===== src/rtl/ghost_pkg.sv =====
// Shared encodings and helpers for the ghost movement controller.
package ghost_pkg;

    localparam logic [1:0] DIR_UP    = 2'b00;
    localparam logic [1:0] DIR_DOWN  = 2'b01;
    localparam logic [1:0] DIR_LEFT  = 2'b10;
    localparam logic [1:0] DIR_RIGHT = 2'b11;

    localparam logic [1:0] MODE_RANDOM = 2'b00;
    localparam logic [1:0] MODE_CHASE  = 2'b01;
    localparam logic [1:0] MODE_FRIGHT = 2'b10;
    localparam logic [1:0] MODE_HOLD   = 2'b11;

    // Galois feedback mask for x^16+x^14+x^13+x^11+1 (right-shifting form)
    localparam logic [15:0] LFSR_TAPS = 16'hB400;

    typedef enum logic {
        ST_MOVE  = 1'b0,
        ST_CHECK = 1'b1
    } ghost_state_t;

    // Opposite heading: up<->down, left<->right differ only in bit 0
    function automatic logic [1:0] reverse_dir(input logic [1:0] d);
        return {d[1], ~d[0]};
    endfunction

endpackage


===== src/rtl/ghost_lfsr.sv =====
// Free-running 16-bit Galois LFSR used as the heading randomiser.
module ghost_lfsr
    import ghost_pkg::*;
#(
    parameter logic [15:0] SEED = 16'hACE1
) (
    input  logic        clk,
    input  logic        rst,
    output logic [15:0] lfsr
);

    // Advance every cycle; a nonzero seed keeps the sequence off the all-zero lockup
    always_ff @(posedge clk or negedge rst) begin
        if (!rst) lfsr <= SEED;
        else      lfsr <= (lfsr >> 1) ^ (lfsr[0] ? LFSR_TAPS : 16'h0000);
    end

endmodule


===== src/rtl/ghost_mover.sv =====
// One ghost: position/heading registers, movement tick, blocked-turn FSM.
//
// state    | meaning
// ---------+------------------------------------------------------------
// ST_MOVE  | stepping on each tick while the heading is clear
// ST_CHECK | new heading latched, waiting for the collision checker
module ghost_mover
    import ghost_pkg::*;
#(
    parameter int          X_W         = 10,
    parameter int          Y_W         = 9,
    parameter int          START_X     = 45,
    parameter int          START_Y     = 45,
    parameter logic [1:0]  START_DIR   = 2'b01,
    parameter int          STEP_PERIOD = 131072,
    parameter int          CHECK_LAT   = 2,
    parameter int          MAX_RETRY   = 4,
    parameter int          X_MAX       = 639,
    parameter logic [15:0] LFSR_SEED   = 16'hACE1
) (
    input  logic           clk,
    input  logic           rst,
    input  logic           enable,
    input  logic [1:0]     mode,
    input  logic [X_W-1:0] target_x,
    input  logic [Y_W-1:0] target_y,
    input  logic           path_clear,
    output logic [X_W-1:0] x,
    output logic [Y_W-1:0] y,
    output logic [1:0]     direction,
    output logic [1:0]     next_dir,
    output logic           moving,
    output logic           turning
);

    localparam int CNT_W = $clog2(STEP_PERIOD);
    localparam int CHK_W = $clog2(CHECK_LAT + 1);
    localparam int RTY_W = $clog2(MAX_RETRY + 1);
    localparam int D_W   = ((X_W > Y_W) ? X_W : Y_W) + 1;

    localparam logic [CNT_W-1:0] CNT_LAST = CNT_W'(STEP_PERIOD - 1);
    localparam logic [CHK_W-1:0] CHK_LAST = CHK_W'(CHECK_LAT - 1);
    localparam logic [RTY_W-1:0] RTY_LAST = RTY_W'(MAX_RETRY - 1);
    localparam logic [X_W-1:0]   X_LAST   = X_W'(X_MAX);

    ghost_state_t     state, state_nx;
    logic [CNT_W-1:0] cnt;
    logic [CHK_W-1:0] chk;
    logic [RTY_W-1:0] retry;
    logic [1:0]       dir_entry;
    logic [1:0]       mode_q;
    logic [15:0]      lfsr;
    logic             lfsr_unused;

    logic tick, fright_entry, chk_done, retry_last;
    logic step_go, turn_go, retry_go, reverse_go, settle_go;

    logic signed [X_W:0] dx;
    logic signed [Y_W:0] dy;
    logic [D_W-1:0]      adx, ady;
    logic [1:0]          chase_dir, fright_dir;

    ghost_lfsr #(.SEED(LFSR_SEED)) u_lfsr (
        .clk  (clk),
        .rst  (rst),
        .lfsr (lfsr)
    );

    // Only the two low bits steer the heading
    assign lfsr_unused = ^lfsr[15:2];

    assign tick         = (cnt == CNT_LAST);
    assign chk_done     = (chk == CHK_LAST);
    assign retry_last   = (retry == RTY_LAST);
    assign fright_entry = enable && (mode == MODE_FRIGHT) && (mode_q != MODE_FRIGHT);

    // Movement tick counter, frozen while disabled
    always_ff @(posedge clk or negedge rst) begin
        if (!rst)        cnt <= '0;
        else if (enable) cnt <= tick ? '0 : cnt + 1'b1;
    end

    // Candidate heading for the next turn, selected by mode
    always_comb begin
        dx  = $signed({1'b0, target_x}) - $signed({1'b0, x});
        dy  = $signed({1'b0, target_y}) - $signed({1'b0, y});
        adx = D_W'(unsigned'(dx[X_W] ? -dx : dx));
        ady = D_W'(unsigned'(dy[Y_W] ? -dy : dy));
        if (dx == '0 && dy == '0)  chase_dir = direction;
        else if (adx >= ady)       chase_dir = (!dx[X_W] && dx != '0) ? DIR_RIGHT : DIR_LEFT;
        else                       chase_dir = (!dy[Y_W] && dy != '0) ? DIR_DOWN : DIR_UP;
        fright_dir = lfsr[1:0];
        if (fright_dir == reverse_dir(direction)) fright_dir = lfsr[1:0] ^ 2'b01;
        next_dir = lfsr[1:0];
        case (mode)
            MODE_CHASE:  next_dir = (retry == '0) ? chase_dir : lfsr[1:0];
            MODE_FRIGHT: next_dir = fright_dir;
            default:     next_dir = lfsr[1:0];
        endcase
    end

    // FSM state register
    always_ff @(posedge clk or negedge rst) begin
        if (!rst)        state <= ST_MOVE;
        else if (enable) state <= state_nx;
    end

    // Next-state and datapath strobes; frightened entry pre-empts everything
    always_comb begin
        state_nx   = state;
        step_go    = 1'b0;
        turn_go    = 1'b0;
        retry_go   = 1'b0;
        reverse_go = 1'b0;
        settle_go  = 1'b0;
        if (enable && !fright_entry) begin
            case (state)
                ST_MOVE: begin
                    if (tick && mode != MODE_HOLD) begin
                        if (path_clear) begin
                            step_go = 1'b1;
                        end else begin
                            turn_go  = 1'b1;
                            state_nx = ST_CHECK;
                        end
                    end
                end
                ST_CHECK: begin
                    if (mode == MODE_HOLD) begin
                        if (tick) begin
                            settle_go = 1'b1;
                            state_nx  = ST_MOVE;
                        end
                    end else if (chk_done) begin
                        if (path_clear) begin
                            settle_go = 1'b1;
                            state_nx  = ST_MOVE;
                        end else if (retry_last) begin
                            reverse_go = 1'b1;
                            state_nx   = ST_MOVE;
                        end else begin
                            retry_go = 1'b1;
                        end
                    end
                end
                default: state_nx = ST_MOVE;
            endcase
        end
    end

    // FSM outputs
    always_comb begin
        turning = (state == ST_CHECK);
    end

    // Position, heading, retry and settle counters
    always_ff @(posedge clk or negedge rst) begin
        if (!rst) begin
            x         <= X_W'(START_X);
            y         <= Y_W'(START_Y);
            direction <= START_DIR;
            dir_entry <= START_DIR;
            retry     <= '0;
            chk       <= '0;
            mode_q    <= MODE_RANDOM;
            moving    <= 1'b0;
        end else begin
            moving <= step_go;
            if (enable) begin
                mode_q <= mode;
                if (fright_entry) begin
                    direction <= reverse_dir(direction);
                end else if (step_go) begin
                    case (direction)
                        DIR_UP:   y <= y - 1'b1;
                        DIR_DOWN: y <= y + 1'b1;
                        DIR_LEFT: x <= (x == '0) ? X_LAST : x - 1'b1;
                        default:  x <= (x == X_LAST) ? '0 : x + 1'b1;
                    endcase
                end else if (turn_go) begin
                    dir_entry <= direction;
                    direction <= next_dir;
                    chk       <= '0;
                end else if (retry_go) begin
                    direction <= next_dir;
                    retry     <= retry + 1'b1;
                    chk       <= '0;
                end else if (reverse_go) begin
                    direction <= reverse_dir(dir_entry);
                    retry     <= '0;
                end else if (settle_go) begin
                    retry <= '0;
                end else if (state == ST_CHECK && mode != MODE_HOLD && !chk_done) begin
                    chk <= chk + 1'b1;
                end
            end
        end
    end

endmodule


===== config.mk =====
export PLATFORM = sky130hd
export DESIGN_NAME = ghost_mover
export DESIGN_NICKNAME = d
export VERILOG_FILES = /design/src/rtl/ghost_pkg.sv /design/src/rtl/ghost_lfsr.sv /design/src/rtl/ghost_mover.sv
export SDC_FILE = /design/constraint.sdc
export NUM_CORES = 1
export LEC_CHECK = 0
export ABC_AREA = 1
export BUFFER_PORTS_ARGS = -buffer_cell sky130_fd_sc_hd__buf_2
export CAP_MARGIN = 20
export CORE_MARGIN = 10
export CORE_UTILIZATION = 53
export DETAILED_ROUTE_END_ITERATION = 7
export PLACE_DENSITY = 0.72
export SLEW_MARGIN = 10
export SYNTH_ARGS = -nofsm -noshare
export SYNTH_HDL_FRONTEND = slang
export SYNTH_SLANG_ARGS = --single-unit

===== constraint.sdc =====
create_clock -name clk -period 10.9 [get_ports clk]
set_input_delay 0 -clock clk [delete_from_list [all_inputs] [get_ports clk]]
set_output_delay 0 -clock clk [all_outputs]
set_load 0.005 [all_outputs]

==> results of run 1 <==
-- worst paths after layout --
check,end,slack (ps),cells past startpoint
setup / recovery,next_dir[0],6670,32
hold / removal,cnt[8]$_DFFE_PN0P_,350,3
setup reg to reg,direction[1]$_DFFE_PN0P_,6930,32
hold reg to reg,u_lfsr.lfsr[1]$_DFF_PN0_,360,0
max in group asynchronous,cnt[4]$_DFFE_PN0P_,9970,3
min in group clk,u_lfsr.lfsr[1]$_DFF_PN0_,360,0
-- worst min-delay path, stage by stage --
cell,delay [ps]
dlygate4sd3_1,520
buf_2,90
buf_4,610
-- cell usage in the layout, fill, tap and decap left out, drive strengths merged, types with 17 or more instances in the layout --
master    n
nand2   194
inv     151
nor2     75
buf      50
o21ai    50
ha       49
dfrtp    47
nand3    41
a21oi    39
xor2     28
dfstp    18
nor3     17
-- area by class of cell --
type	count	area, µm²
fill	939	3800
multi-input combinational	543	3130
sequential	65	1650
inverter	152	571
timing repair buffer	55	303
tap	133	166
clock buffer	10	128
clock inverter	6	66.3
-- per-layer routing --
| metal | global-route usage | share of wire | vias up |
|---|---|---|---|
| li1 | - | - | 2549 |
| met4 | 0.0528 | 0.012 | 0 |
| met2 | 0.301 | 0.49 | 68 |
| met3 | 0.0354 | 0.038 | 13 |
| met1 | 0.211 | 0.46 | 2300 |
| met5 | 0 | 0 | - |
-- cells by family after synthesis --
logic type	synth area share
compound gates	0.107
xor+xnor	0.0538
fa+ha+maj	0.125
flops	0.307
simple gates	0.298
buf+inv	0.109
-- flip-flops by register name (all words and copies together), names as in the netlist --
register,flops
chk,2
cnt,17
dir_entry,2
direction,2
mode_q,2
moving,1
retry,3
turning,1
u_lfsr.lfsr,16
x,10
y,9
-- per-stage QoR --
step | power [mW] | instance area, µm² | hold WS, ps
final | 0.763 | 6010 | 348
after global routing | 0.829 | 6010 | 366
after CTS | 0.770 | 6010 | 357
after detailed placement | 0.557 | 5770 | 236
after global placement | 0.544 | 5770 | 233
after floorplan | 0.491 | 5370 | -296
-- power groups by stage --
stage / Clock, mW / Combinational [mW] / Sequential, mW
final: 0.207 / 0.266 / 0.289
after global routing: 0.223 / 0.312 / 0.294
after floorplan: 0 / 0.205 / 0.286
after detailed placement: 0 / 0.264 / 0.293
after CTS: 0.213 / 0.268 / 0.289
after global placement: 0 / 0.252 / 0.293
==> qor.txt, run 1 <==
Syn Nets: 841
H-Tree Depth: 3
slew margin rel.: 0.383
hold-fix buffers at CTS: 5
Final setup viols: 0
Most common cell on crit path: nand2_1
Crit. Startpoint: x[0]$_DFFE_PN1P_
Die Y: 121 µm
fin crit period: 4230 ps
grt total ovfl: 0
via/cell ratio: 5.11
pin count of the biggest net entering global routing: 66
gpl congestion: 0.915
switch share: 0.376
actual slew at the worst max-slew pin: 922 ps
Routed WL per cell: 12.9 µm
Final WS setup: 6670 ps
sequential fraction of the synthesis area: 0.307
Slew Viols, Final: 0
num rows: 36
total CTS buffers: 9
worst path bufs/invs: 5
most common cell in the synthesized netlist: nand2_1
crit path capture type: primary output
CP Class: reg2out
Max Cap Viol: 0
run status: finished, final reports clean
core area: 9820 µm²
RSZ-0062 raised after global routing: no
share of synthesized registers carrying an async set or reset: 1.00
Initial Utilization: 0.547
WP data arrival: 4230 ps
final wirelength: 12400 µm
WP data required: 10900 ps
ANT cells: 0
dominant synthesized flop cell: dfrtp_1
Clk pwr share: 0.272
utilization after layout: 0.613
share of layout cells above drive strength 1: 0.152
Worst Setup Start Kind: flip-flop
FMAX: 0.237 GHz
Post-CTS Setup Bufs: 0
worst-path fanout max: 7
die width: 121 µm
DRT iter0 DRCs: 363
switching pwr: 0.287 mW
CTS tree: yes
die area: 14600 µm²
Post-CTS Resized: 0
Internal Power: 0.476 mW
unique cell type count in the Yosys netlist: 45
Post-Place Setup Slack: 6950 ps
cell with the largest stage delay on the worst path: dfstp_2
clk_lat worst skew: 340 ps
Leakage: 3.29 nW
final non-filler cell total: 964
setup_tns: 0 ps
share of the synthesized area in the top cell type: 0.219
CTS root buf: clkbuf_8
first-pass GRT wire length: 21400 µm
register bit count reported by yosys: 65
Seq pwr share: 0.379
Port-buffer cells: 49
mapped cell area: 5370 µm²
Area Growth Syn to Fin: 12.1%
DP HPWL: 9780 µm
TritonRoute pass-1 iters: 5
remaining routing DRC violations: 0
Crit path largest cell delay: 600 ps
pwr dens: 127 nW/µm²
Ports: 50
Detail Route Antenna Nets: 0
most frequent cells after synthesis: nand2_1 (178), inv_1 (140), nor2_1 (67)
clk_skew: 11.4 ps
Synth area leader: dfrtp_1
Nets: 903
Avg Cell Area, Syn: 7.03 µm²
synth top area cells: dfrtp_1 (22%), nand2_1 (12%), ha_1 (11%)
initial antenna violation count: 0
Final period util: 0.388
Worst Hold Class: in2async
VDD IR-drop max: 0.0000950 V
GRT Util Overall: 0.173
Critical R2R Launch: x[0]$_DFFE_PN1P_
vias in the first global route: 4806
Vias: 4930
Cell Count Post-Placement: 943
clock-pin slew on the worst setup and hold paths: 80 ps
Logic pwr share: 0.349
CP delay by family, top: simple AND/OR/NAND/NOR gates
Max clock buf depth: 2
Num Clock Sinks: 65
Ys Warns: 0
EDFF count, synth: 0
Final Hold Viols: 0
Syn Inst Count: 764
Power figures use the tool's default switching activity.
==> run 2: changes to the inputs <==
Clock period 10.9 ns to 4.32 ns, I/O delays scaled along.
==> qor.txt, run 2 (synthesis results as in run 1) <==
run status: finished, final reports clean (unchanged)
final wirelength: 12800 µm (was 12400 µm)
Max clock buf depth: 2 (unchanged)
ANT cells: 0 (unchanged)
Initial Utilization: 0.547 (unchanged)
die area: 14600 µm² (unchanged)
die width: 121 µm (unchanged)
Routed WL per cell: 13.0 µm (was 12.9 µm)
worst path bufs/invs: 7 (was 5)
clock-pin slew on the worst setup and hold paths: 70 ps (was 80 ps)
CTS tree: yes (unchanged)
Final setup viols: 0 (unchanged)
grt total ovfl: 0 (unchanged)
Detail Route Antenna Nets: 0 (unchanged)
Leakage: 3.37 nW (was 3.29 nW)
Ports: 50 (unchanged)
core area: 9820 µm² (unchanged)
utilization after layout: 0.643 (was 0.613)
reg2reg setup slack: 480 ps (was 6930 ps)
H-Tree Depth: 3 (unchanged)
share of layout cells above drive strength 1: 0.208 (was 0.152)
total CTS buffers: 9 (unchanged)
VDD IR-drop max: 0.000288 V (was 0.0000950 V)
vias in the first global route: 4772 (was 4806)
actual slew at the worst max-slew pin: 830 ps (was 922 ps)
first-pass GRT wire length: 21300 µm (was 21400 µm)
cell with the largest stage delay on the worst path: fa_2 (was dfstp_2)
gpl congestion: 0.914 (was 0.915)
Most common cell on crit path: nand2_1 (unchanged)
WP data required: 4320 ps (was 10900 ps)
initial antenna violation count: 0 (unchanged)
fin crit period: 4070 ps
Max Cap Viol: 0 (unchanged)
num rows: 36 (unchanged)
slew margin rel.: 0.447 (was 0.383)
pwr dens: 322 nW/µm² (was 127 nW/µm²)
Most flops, register: cnt (unchanged)
Pwr Total: 2.03 mW (was 0.763 mW)
remaining routing DRC violations: 0 (unchanged)
TritonRoute pass-1 iters: 5 (unchanged)
FMAX: 0.246 GHz
biggest regs: cnt x17, u_lfsr.lfsr x16, x x10 (unchanged)
Area Growth Syn to Fin: 17.6% (was 12.1%)
Worst Setup Start Kind: flip-flop (unchanged)
number of flip-flops in the largest register: 17 (unchanged)
CTS root buf: clkbuf_8 (unchanged)
CP Class: reg2out (unchanged)
Worst Hold Class: in2reg (was in2async)
Nets: 919 (was 903)
Num Clock Sinks: 65 (unchanged)
Crit path largest cell delay: 570 ps (was 600 ps)
Final Hold Viols: 0 (unchanged)
clk_lat worst skew: 350 ps (was 340 ps)
Vias: 5084 (was 4930)
clk_skew: 15.2 ps (was 11.4 ps)
Port-buffer cells: 49 (unchanged)
Die Y: 121 µm (unchanged)
DP HPWL: 9680 µm (was 9780 µm)
pin count of the biggest net entering global routing: 66 (unchanged)
crit path capture type: primary output (unchanged)
GRT Util Overall: 0.172 (was 0.173)
Slew Viols, Final: 0 (unchanged)
WP data arrival: 4070 ps (was 4230 ps)
most frequent cells in the layout: nand2_1 (174), inv_1 (135), nor2_1 (62) (was nand2_1 (178), inv_1 (140), nor2_1 (67))
via/cell ratio: 5.19 (was 5.11)
worst-path fanout max: 4 (was 7)
commonest non-fill, non-tap cell in the layout: nand2_1 (unchanged)
CP delay by family, top: adder cells (was simple AND/OR/NAND/NOR gates)
DRT iter0 DRCs: 373 (was 363)
Final period util: 0.941
==> run 2: cell type report <==
cell class / instances / area, µm²
fill: 882 / 3510
multi-input combinational: 543 / 3270
sequential: 65 / 1650
inverter: 152 / 583
timing repair buffer: 71 / 420
tap: 133 / 166
clock buffer: 10 / 128
clock inverter: 6 / 91.3
==> run 2: timing repair <==
| action | CTS | global route |
|---|---|---|
| resized for setup | 0 | 42 |
| endpoints found under the setup margin | 0 | 4 |
| hold buffers | 4 | 0 |
| buffers inserted | 0 | 16 |
| endpoints found under the hold margin | 50 | 0 |
==> run 2: tightest hold or removal path, delay by kind of cell <==
family                 cells  cell delay, ps
AO/OA/AOI/OAI              1              90
buffers and inverters      2             210
==> run 2: power breakdown <==
group | leakage (nW) | switching [mW] | internal, mW
combinational | 2.51 | 0.439 | 0.283
sequential | 0.752 | 0.0545 | 0.675
clock | 0.111 | 0.253 | 0.328
==> run 2: final timing paths <==
path,to,startpoint,depth (start not counted)
min reg2reg,u_lfsr.lfsr[8]$_DFF_PN0_,u_lfsr.lfsr[9]$_DFF_PN0_,0
min,mode_q[1]$_DFFE_PN0P_,mode[1],3
max reg2reg,direction[1]$_DFFE_PN0P_,x[0]$_DFFE_PN1P_,29
max in group asynchronous,x[4]$_DFFE_PN0P_,rst,3
max,next_dir[1],x[0]$_DFFE_PN1P_,28
min in group asynchronous,cnt[7]$_DFFE_PN0P_,rst,3
==> run 2: through the flow <==
| step | setup TNS (ps) | instance area [µm²] | hold WS (ps) | worst slack, ps | std cells |
|---|---|---|---|---|---|
| after global placement | 0 | 5780 | 230 | 508 | 944 |
| after detailed placement | 0 | 5780 | 237 | 367 | 944 |
| after CTS | 0 | 6040 | 14.9 | 91.7 | 964 |
| after floorplan | 0 | 5370 | -296 | 693 | 764 |
| final | 0 | 6310 | 13.9 | 254 | 980 |
| after global routing | -44.8 | 6310 | 26.0 | -27.9 | 980 |
==> run 2: layer usage <==
layer | vias up | global-route usage | part of all wire
li1 | 2585 | - | -
met1 | 2363 | 0.210 | 0.45
met2 | 119 | 0.300 | 0.49
met3 | 17 | 0.0344 | 0.045
met4 | 0 | 0.0437 | 0.014
met5 | - | 0 | 0
